## config.mk

```make
export PLATFORM = sky130hd
export DESIGN_NAME = pw_writer
export DESIGN_NICKNAME = d
export VERILOG_FILES = /design/src/rtl/pw_pkg.sv /design/src/rtl/pw_edge_det.sv /design/src/rtl/pw_writer.sv
export SDC_FILE = /design/constraint.sdc
export NUM_CORES = 1
export LEC_CHECK = 0
export ABC_AREA = 0
export CAP_MARGIN = 5
export CORE_ASPECT_RATIO = 1.75
export CORE_UTILIZATION = 63
export CTS_CLUSTER_SIZE = 40
export DETAILED_ROUTE_END_ITERATION = 6
export GPL_TIMING_DRIVEN = 0
export PLACE_DENSITY = 0.86
export SYNTH_ARGS = -nofsm -noshare
export SYNTH_HDL_FRONTEND = slang
export SYNTH_HIERARCHICAL = 1
export SYNTH_SLANG_ARGS = --single-unit
```

## constraint.sdc

```tcl
create_clock -name clkin -period 5.5 [get_ports clkin]
set_clock_uncertainty 0.1 [all_clocks]
set_input_delay 1.1 -clock clkin [delete_from_list [all_inputs] [get_ports clkin]]
set_output_delay 1.1 -clock clkin [all_outputs]
set_load 0.02 [all_outputs]
```

## src/rtl/pw_pkg.sv

```systemverilog
// Shared definitions for the pushbutton password design: button codes,
// writer state encoding and the power-on password also used by the checker.
package pw_pkg;

   localparam logic [1:0] BTN_A = 2'b00;
   localparam logic [1:0] BTN_B = 2'b01;
   localparam logic [1:0] BTN_C = 2'b10;
   localparam logic [1:0] BTN_D = 2'b11;

   typedef enum logic [1:0] {
      ST_IDLE    = 2'd0,
      ST_ARM     = 2'd1,
      ST_CAPTURE = 2'd2,
      ST_COMMIT  = 2'd3
   } state_t;

   // Digits A,B,C,D with the first digit in the MSBs.
   localparam logic [7:0] DEFAULT_PW = 8'b00_01_10_11;

endpackage

```

## src/rtl/pw_edge_det.sv

```systemverilog
// Registered rising-edge detector for the four buttons: reports a single
// press with its code, or a multi-press when two or more buttons rise together.
module pw_edge_det
   import pw_pkg::*;
(
   input  logic       clkin,
   input  logic       reset,
   input  logic [3:0] btn,
   output logic       valid,
   output logic [1:0] code,
   output logic       multi
);

   logic [3:0] prev_reg;
   logic [3:0] press;
   logic [1:0] code_next;
   logic       one_next;
   logic       multi_next;

   generate
      for (genvar gi = 0; gi < 4; gi++) begin : g_press
         assign press[gi] = btn[gi] & ~prev_reg[gi];
      end
   endgenerate

   always_comb begin
      code_next  = BTN_A;
      one_next   = 1'b0;
      multi_next = 1'b0;
      case (press)
         4'b0000: ;
         4'b0001: begin code_next = BTN_A; one_next = 1'b1; end
         4'b0010: begin code_next = BTN_B; one_next = 1'b1; end
         4'b0100: begin code_next = BTN_C; one_next = 1'b1; end
         4'b1000: begin code_next = BTN_D; one_next = 1'b1; end
         default: multi_next = 1'b1;
      endcase
   end

   always_ff @(posedge clkin or negedge reset) begin
      if (!reset) begin
         prev_reg <= 4'b0000;
         valid    <= 1'b0;
         code     <= BTN_A;
         multi    <= 1'b0;
      end else begin
         prev_reg <= btn;
         valid    <= one_next;
         code     <= code_next;
         multi    <= multi_next;
      end
   end

endmodule

```

## src/rtl/pw_writer.sv

```systemverilog
// Password programming block: captures PW_LEN button digits while prog_en is
// high and commits them atomically to pw_out; any aborted entry keeps the old value.
module pw_writer
   import pw_pkg::*;
#(
   parameter int                    PW_LEN      = 4,
   parameter int                    TIMEOUT_CYC = 100_000_000,
   parameter logic [2*PW_LEN-1:0]   DEFAULT_PW  = pw_pkg::DEFAULT_PW
) (
   input  logic                  clkin,
   input  logic                  reset,
   input  logic                  prog_en,
   input  logic                  a,
   input  logic                  b,
   input  logic                  c,
   input  logic                  d,
   output logic [2*PW_LEN-1:0]   pw_out,
   output logic                  busy,
   output logic [2:0]            digit_cnt,
   output logic                  done,
   output logic                  error
);

   localparam int               TW       = $clog2(TIMEOUT_CYC + 1);
   localparam logic [TW-1:0]    TIMER_LAST = TW'(TIMEOUT_CYC - 1);
   localparam logic [2:0]       CNT_LAST = 3'(PW_LEN - 1);

   state_t                state_reg;
   logic [2*PW_LEN-1:0]   shadow_reg;
   logic [TW-1:0]         timer_reg;
   logic                  prog_prev_reg;
   logic                  press_valid;
   logic [1:0]            press_code;
   logic                  press_multi;

   pw_edge_det u_edge (
      .clkin (clkin),
      .reset (reset),
      .btn   ({d, c, b, a}),
      .valid (press_valid),
      .code  (press_code),
      .multi (press_multi)
   );

   always_ff @(posedge clkin or negedge reset) begin
      if (!reset) begin
         state_reg     <= ST_IDLE;
         pw_out        <= DEFAULT_PW;
         shadow_reg    <= '0;
         timer_reg     <= '0;
         digit_cnt     <= 3'd0;
         busy          <= 1'b0;
         done          <= 1'b0;
         error         <= 1'b0;
         prog_prev_reg <= 1'b0;
      end else begin
         done          <= 1'b0;
         error         <= 1'b0;
         prog_prev_reg <= prog_en;
         case (state_reg)
            ST_IDLE: begin
               busy <= 1'b0;
               // Only a fresh rising edge arms, so a held prog_en cannot re-arm.
               if (prog_en && !prog_prev_reg) begin
                  state_reg <= ST_ARM;
                  busy      <= 1'b1;
               end
            end
            ST_ARM: begin
               if (!prog_en) begin
                  state_reg <= ST_IDLE;
                  busy      <= 1'b0;
               end else if (!(a | b | c | d)) begin
                  state_reg  <= ST_CAPTURE;
                  digit_cnt  <= 3'd0;
                  timer_reg  <= '0;
                  shadow_reg <= '0;
               end
            end
            ST_CAPTURE: begin
               // Abort conditions outrank a digit arriving in the same cycle.
               if (!prog_en || press_multi || timer_reg == TIMER_LAST) begin
                  state_reg  <= ST_IDLE;
                  busy       <= 1'b0;
                  error      <= 1'b1;
                  shadow_reg <= '0;
                  digit_cnt  <= 3'd0;
                  timer_reg  <= '0;
               end else if (press_valid) begin
                  shadow_reg <= {shadow_reg[2*PW_LEN-3:0], press_code};
                  digit_cnt  <= digit_cnt + 3'd1;
                  timer_reg  <= '0;
                  if (digit_cnt == CNT_LAST) begin
                     state_reg <= ST_COMMIT;
                     busy      <= 1'b0;
                  end
               end else begin
                  timer_reg <= timer_reg + TW'(1);
               end
            end
            ST_COMMIT: begin
               pw_out     <= shadow_reg;
               done       <= 1'b1;
               digit_cnt  <= 3'd0;
               shadow_reg <= '0;
               state_reg  <= ST_IDLE;
            end
            default: state_reg <= ST_IDLE;
         endcase
      end
   end

endmodule
```

==> results of run 1 <==
[cell usage in the layout (no fill, tap or decap), types with 3 or more instances in the layout]
cell type,count
nand3_1,9
nor3_1,8
buf_2,4
xor2_1,9
inv_1,10
nor2_1,29
a21o_1,3
a22o_1,10
mux2_2,10
dfstp_2,4
clkdlybuf4s50_1,19
nand2_1,12
xnor2_1,18
nor2b_4,3
nor2_2,5
nor4_1,4
dfrtp_1,56
nand4_1,4
clkbuf_8,10
bufinv_16,3
nor4_2,4
nor3_2,4
a21oi_1,4
ha_1,9
[area by class of cell]
class / count / area (um2) / share of cell area
Buffer: 7 / 45.0 / 0.0130
Clock buffer: 10 / 138 / 0.0398
Clock inverter: 6 / 111 / 0.0322
Inverter: 10 / 37.5 / 0.0108
Multi-Input combinational cell: 181 / 1340 / 0.388
Sequential cell: 60 / 1510 / 0.435
Tap cell: 51 / 63.8 / 0.0184
Timing Repair Buffer: 21 / 215 / 0.0622
[cell families (layout without fill, tap and decap cells)]
kind of cell               after synthesis  in the layout  synth area share
AOI/OAI and AO/OA                       29             29            0.0730
xor gates and xnor gates                27             27            0.0807
adders and majority gates                9              9            0.0384
buffers and inverters                   17             54            0.0282
DFF                                     60             60             0.514
muxes                                   12             12            0.0452
and+or+nand+nor                        104            104             0.221
[layer usage]
| layer | vias to the layer above | part of all wire | wire length [um] | track usage |
|---|---|---|---|---|
| li1 | 966 | - | - | - |
| met4 | 0 | 0.024 | 134 | 0.118 |
| met5 | - | 0 | 0 | 0 |
| met1 | 1049 | 0.37 | 2110 | 0.305 |
| met2 | 43 | 0.57 | 3260 | 0.467 |
| met3 | 10 | 0.032 | 184 | 0.0896 |
[report_power, final]
group          total (W)  switching [W]  internal (W)
combinational   0.000162      0.0000961     0.0000662
clock           0.000490       0.000177      0.000313
sequential      0.000477      0.0000155      0.000461
[per-stage QoR]
step | instances | worst slack (ns) | util
3_5_place_dp | 330 | 2.06 | 0.722
4_1_cts | 346 | 2.42 | 0.778
5_1_grt | 346 | 2.30 | 0.778
2_1_floorplan | 258 | 2.87 | -
6_report | 346 | 2.40 | 0.778
3_3_place_gp | 329 | 1.39 | 0.719
[worst min path at each step]
| stage | to | slack (ns) |
|---|---|---|
| after floorplan | shadow_reg[0] | 0.34 |
| after global placement | shadow_reg[7] | 0.39 |
| after detailed placement | shadow_reg[1] | 0.38 |
| after CTS | shadow_reg[0] | 0.41 |
| after global routing | shadow_reg[0] | 0.41 |
| final | shadow_reg[0] | 0.40 |
[critical path, stage by stage]
cell and delay (ns):
clkdlybuf4s50_1 0.48, nor4_2 0.61, a21oi_1 0.37, nor4_1 0.44
xnor2_1 0.18, nor2_2 0.04
==> impl_results.md, run 1 <==
* Area leader, netlist: dfrtp_1
* Syn Area/Cell at 11.4 um2
* Final setup vio count at 0
* Max Buffers Root-to-Sink at 2
* WS Path Type: in2reg
* Crit path max fanout at 7
* Hold Crit Start: u_edge/code[0]
* Pin count of the biggest net entering global routing at 32
* Final Max Tran Viols at 0
* I/O pins at 21
* CTS-repair resized insts at 0
* Initial antenna violation count at 0
* Routed wire per std cell at 16.4 um
* R2R setup slack at 3.18 ns
* Synth area leaders: dfrtp_1 (48%), xnor2_1 (5.4%), ha_1 (3.8%)
* Share of cells above drive strength 1 at 0.200
* Total Power at approximately 0.0011 W
* Detailed placement HPWL at about 4000 um
* Antenna Nets Post-Route at 0
* Clk slew on worst S/H paths at about 0.07 ns
* Setup crit end: timer_reg[21]
* Clk_lat worst skew at 0.35 ns
* Vias in the first global route at roughly 2100
* Total number of vias at 2068
* Starting Density at 0.660
* Netlist cell types at 50
* Die Y at around 92 um
* Post-DP Area at 3210 um2
* Cell with the most instances after synthesis: dfrtp_1
* Cells on worst reg2reg path at 7
* Pleak at 1.56 nW
* Number of synthesized flops with an enable pin at 0
* Worst Setup SP: b
* Max Cap Viol at 0
* WP data required at ~5.6 ns
* Yosys warning count at 6
* Synth async-reset ratio at 1.00
* 1st-iter DRT viols at 57
* End of the worst register-to-register path: timer_reg[12]
* Outcome: finished, final reports clean
* FILL cells at 291
* GPL Wtd Cong at 0.757
* Min cycle time layout at 3.10 ns
* Syn Inst Count at 258
* Top post-synthesis cells by count: dfrtp_1 (56), nor2_1 (29), xnor2_1 (18)
* Max FFs per register at 27
* Slew margin rel. at 0.534
* Most common flop cell mapped by yosys: dfrtp_1
* Cell Area, Synth at just under 3000 um2
* Row cnt at 32
* Die Wd at ~54 um
* Htree depth at 3
* Worst-margin pin slew at approximately 0.70 ns
* Reg-to-Reg Start: timer_reg[10]
* Worst setup SP type: input port
* Port bufs at 20
* Worst Setup End Kind: register
* Core ar. at 4440 um2
* Seq/Total Area, Yosys at 0.514
* Die area at 4940 um2
* Diode count at 0
* WP data arrival at around 3.2 ns
* DRC at 0
* Syn Nets at between 200 and 300
* Highest clock rate at 0.323 GHz
* Postcts setup bufs at 0
* Area grow syn2layout at 18.0%
* # nets final at 306
* Global router's overall resource usage at 0.277
* Final Cycle Share at 0.563
* Vias per std cell at about 6.0
* CTS buffer count at 9
* Design Area, Final at around 3500 um2
* Clock tree root buffer cell: clkbuf_8
* Hold Vio Cnt, Final at 0
* Seq cells post-synth at 60
* Setup tns final at 0 ns
* DR pass1 iterations at 4
* CTS tree: yes
* Post-CTS Hold Fix Bufs at 0
* Clk sinks at 60
* RSZ-0062 raised after global routing: no
* Global-route wire length before repair at between 9000 and 10000 um
* Worst Hold Class: reg2reg
* Final hold slack at around 0.40 ns
* Peak supply drop at 282 uV
* Post-synth top area share at 0.478
* Grt ovf at 0
* Hold Crit Depth at 1
* Power Density at 326 nW/um2
* Total wire length at 5690 um
Note: power is estimated with default switching activity, not from simulation.
==> inputs of run 2 (changes only) <==
CORE_UTILIZATION = 58   (was 63)
PLACE_DENSITY = 0.8   (was 0.86)
clock period = 3 ns   (was 5.5 ns; I/O delays follow)
==> impl_results.md, run 2 (synthesis results as in run 1) <==
* Final setup vio count at 0 (unchanged)
* Slew margin rel. at 0.534 (-0.000708)
* Highest clock rate at 0.387 GHz
* Outcome: finished, final reports clean
* Starting Density at 0.612 (-0.0476)
* Htree depth at 3 (unchanged)
* WP data arrival at 2.72 ns (-0.51 ns)
* Max FFs per register at 27 (unchanged)
* Design Area, Final at 3410 um2 (-1.3%)
* Clock tree root buffer cell: clkbuf_8
* Max Buffers Root-to-Sink at 2 (unchanged)
* Port bufs at 20 (unchanged)
* Die area at 5350 um2 (+8.4%)
* Hold Vio Cnt, Final at 0 (unchanged)
* Clk slew on worst S/H paths at 0.07 ns (about the same)
* Routed wire per std cell at 16.2 um (-1.8%)
* Grt ovf at 0 (unchanged)
* FILL cells at 352 (+21%)
* DR pass1 iterations at 4 (unchanged)
* # nets final at 306 (unchanged)
* Crit path max fanout at 10 (+3)
* Max Cap Viol at 0 (unchanged)
* Total wire length at 5610 um (-1.5%)
* Setup tns final at 0 ns (unchanged)
* I/O pins at 21 (unchanged)
* Diode count at 0 (unchanged)
* Global router's overall resource usage at 0.232 (-0.0453)
* Antenna Nets Post-Route at 0 (unchanged)
* Multi-input logic area at 1340 um2 (unchanged)
* Post-CTS Hold Fix Bufs at 0 (unchanged)
* Vias per std cell at 5.84 (-2.4%)
* WS Path Type: in2reg
* Min cycle time layout at 2.59 ns
* Die Wd at 55.7 um (+4.1%)
* Most frequent cells in the layout: dfrtp_1 (56), nor2_1 (29), clkdlybuf4s50_1 (19), xnor2_1 (18), nand2_1 (12)
* Final Cycle Share at 0.862
* Dpl ws at 0.0659 ns (-1.99 ns)
* Row cnt at 33 (+3.1%)
* Final Max Tran Viols at 0 (unchanged)
* Core ar. at 4790 um2 (+7.8%)
* Pin count of the biggest net entering global routing at 40 (+25%)
* DRC at 0 (unchanged)
* WP data required at 3.13 ns (-2.50 ns)
* Slowest cell on crit path: or4_1
* Share of cells above drive strength 1 at 0.200 (unchanged)
* Worst Slack Setup Final at 0.414 ns (-1.99 ns)
* CP Cell Sequence: clkdlybuf4s50_1 > or4_1 > o22ai_1 > o21a_1 > buf_2 > nor2_1
* Vias in the first global route at 2049 (-4.0%)
* Total number of vias at 2025 (-2.1%)
* Crit-path max cell delay at 0.59 ns (-0.02 ns)
* CTS tree: yes
* Worst setup SP type: input port
* Clk sinks at 60 (unchanged)
* CTS buffer count at 9 (unchanged)
* Worst Setup End Kind: register
* Detailed placement HPWL at 3840 um (-4.1%)
* Post-DP Area at 3210 um2 (about the same)
* Worst Hold Class: in2async
* RSZ-0062 raised after global routing: no
* Initial antenna violation count at 0 (unchanged)
* 1st-iter DRT viols at 50 (-12%)
* Peak supply drop at 443 uV (+57%)
* CTS-repair resized insts at 0 (unchanged)
* GPL Wtd Cong at 0.803 (+6.1%)
* Power Density at 559 nW/um2 (+71%)
* Pleak at 1.52 nW (-2.2%)
* Worst-margin pin slew at 0.700 ns (+0.00106 ns)
* Most common cell after layout, fill and taps aside: dfrtp_1
* Clk_lat worst skew at 0.34 ns (about the same)
* Postcts setup bufs at 0 (unchanged)
* Area grow syn2layout at 16.4%
* Reg area at 1510 um2 (unchanged)
* Die Y at 96.1 um (+4.1%)
* Global-route wire length before repair at 9390 um (-2.2%)
## run 2: report_power, final
| part | switching (W) | internal (W) |
|---|---|---|
| clock | 0.000353 | 0.000385 |
| sequential | 0.0000267 | 0.000845 |
| combinational | 0.000178 | 0.000120 |
## run 2: layer usage
layer	up-vias	GRT usage	wire, um
met5	-	0	0
met2	25	0.420	3060
met4	0	0.127	139
li1	964	-	-
met3	14	0.0551	142
met1	1022	0.247	2260
## run 2: layout make-up
| class | instances | share of cell area |
|---|---|---|
| Buffer | 7 | 0.0132 |
| Clock buffer | 9 | 0.0363 |
| Clock inverter | 7 | 0.0227 |
| Inverter | 10 | 0.0110 |
| Multi-Input combinational cell | 181 | 0.393 |
| Sequential cell | 60 | 0.441 |
| Tap cell | 52 | 0.0191 |
| Timing Repair Buffer | 21 | 0.0630 |
## run 2: final timing paths
path	slack (ns)	from	cells past startpoint	end
max in group asynchronous	2.02	reset	2	pw_out[3]
min in group clkin	0.40	u_edge/code[1]	1	shadow_reg[1]
setup / recovery	0.41	b	6	timer_reg[11]
hold reg to reg	0.40	u_edge/code[1]	1	shadow_reg[1]
hold / removal	0.13	reset	1	timer_reg[14]
setup reg to reg	0.61	timer_reg[10]	7	timer_reg[11]
## run 2: critical path, delay by kind of cell
family | cells | cell delay [ns]
AND/OR/NAND/NOR | 2 | 0.67
buffers and inverters | 2 | 0.76
AO/OA/AOI/OAI | 2 | 0.69
## run 2: through the flow
step            util  total power, W  hold WS (ns)  cells
4_1_cts        0.713         0.00192         0.137    347
5_1_grt        0.713         0.00199         0.162    347
3_3_place_gp   0.667         0.00118         0.381    330
6_report       0.713         0.00191         0.131    347
2_1_floorplan      -         0.00108         0.204    258
3_5_place_dp   0.671         0.00118         0.387    331
==> inputs of run 3 (changes only) <==
CAP_MARGIN = default   (was 5)
==> results of run 3 <==
The final DEF is identical to that of run 2; final timing and power are the same.
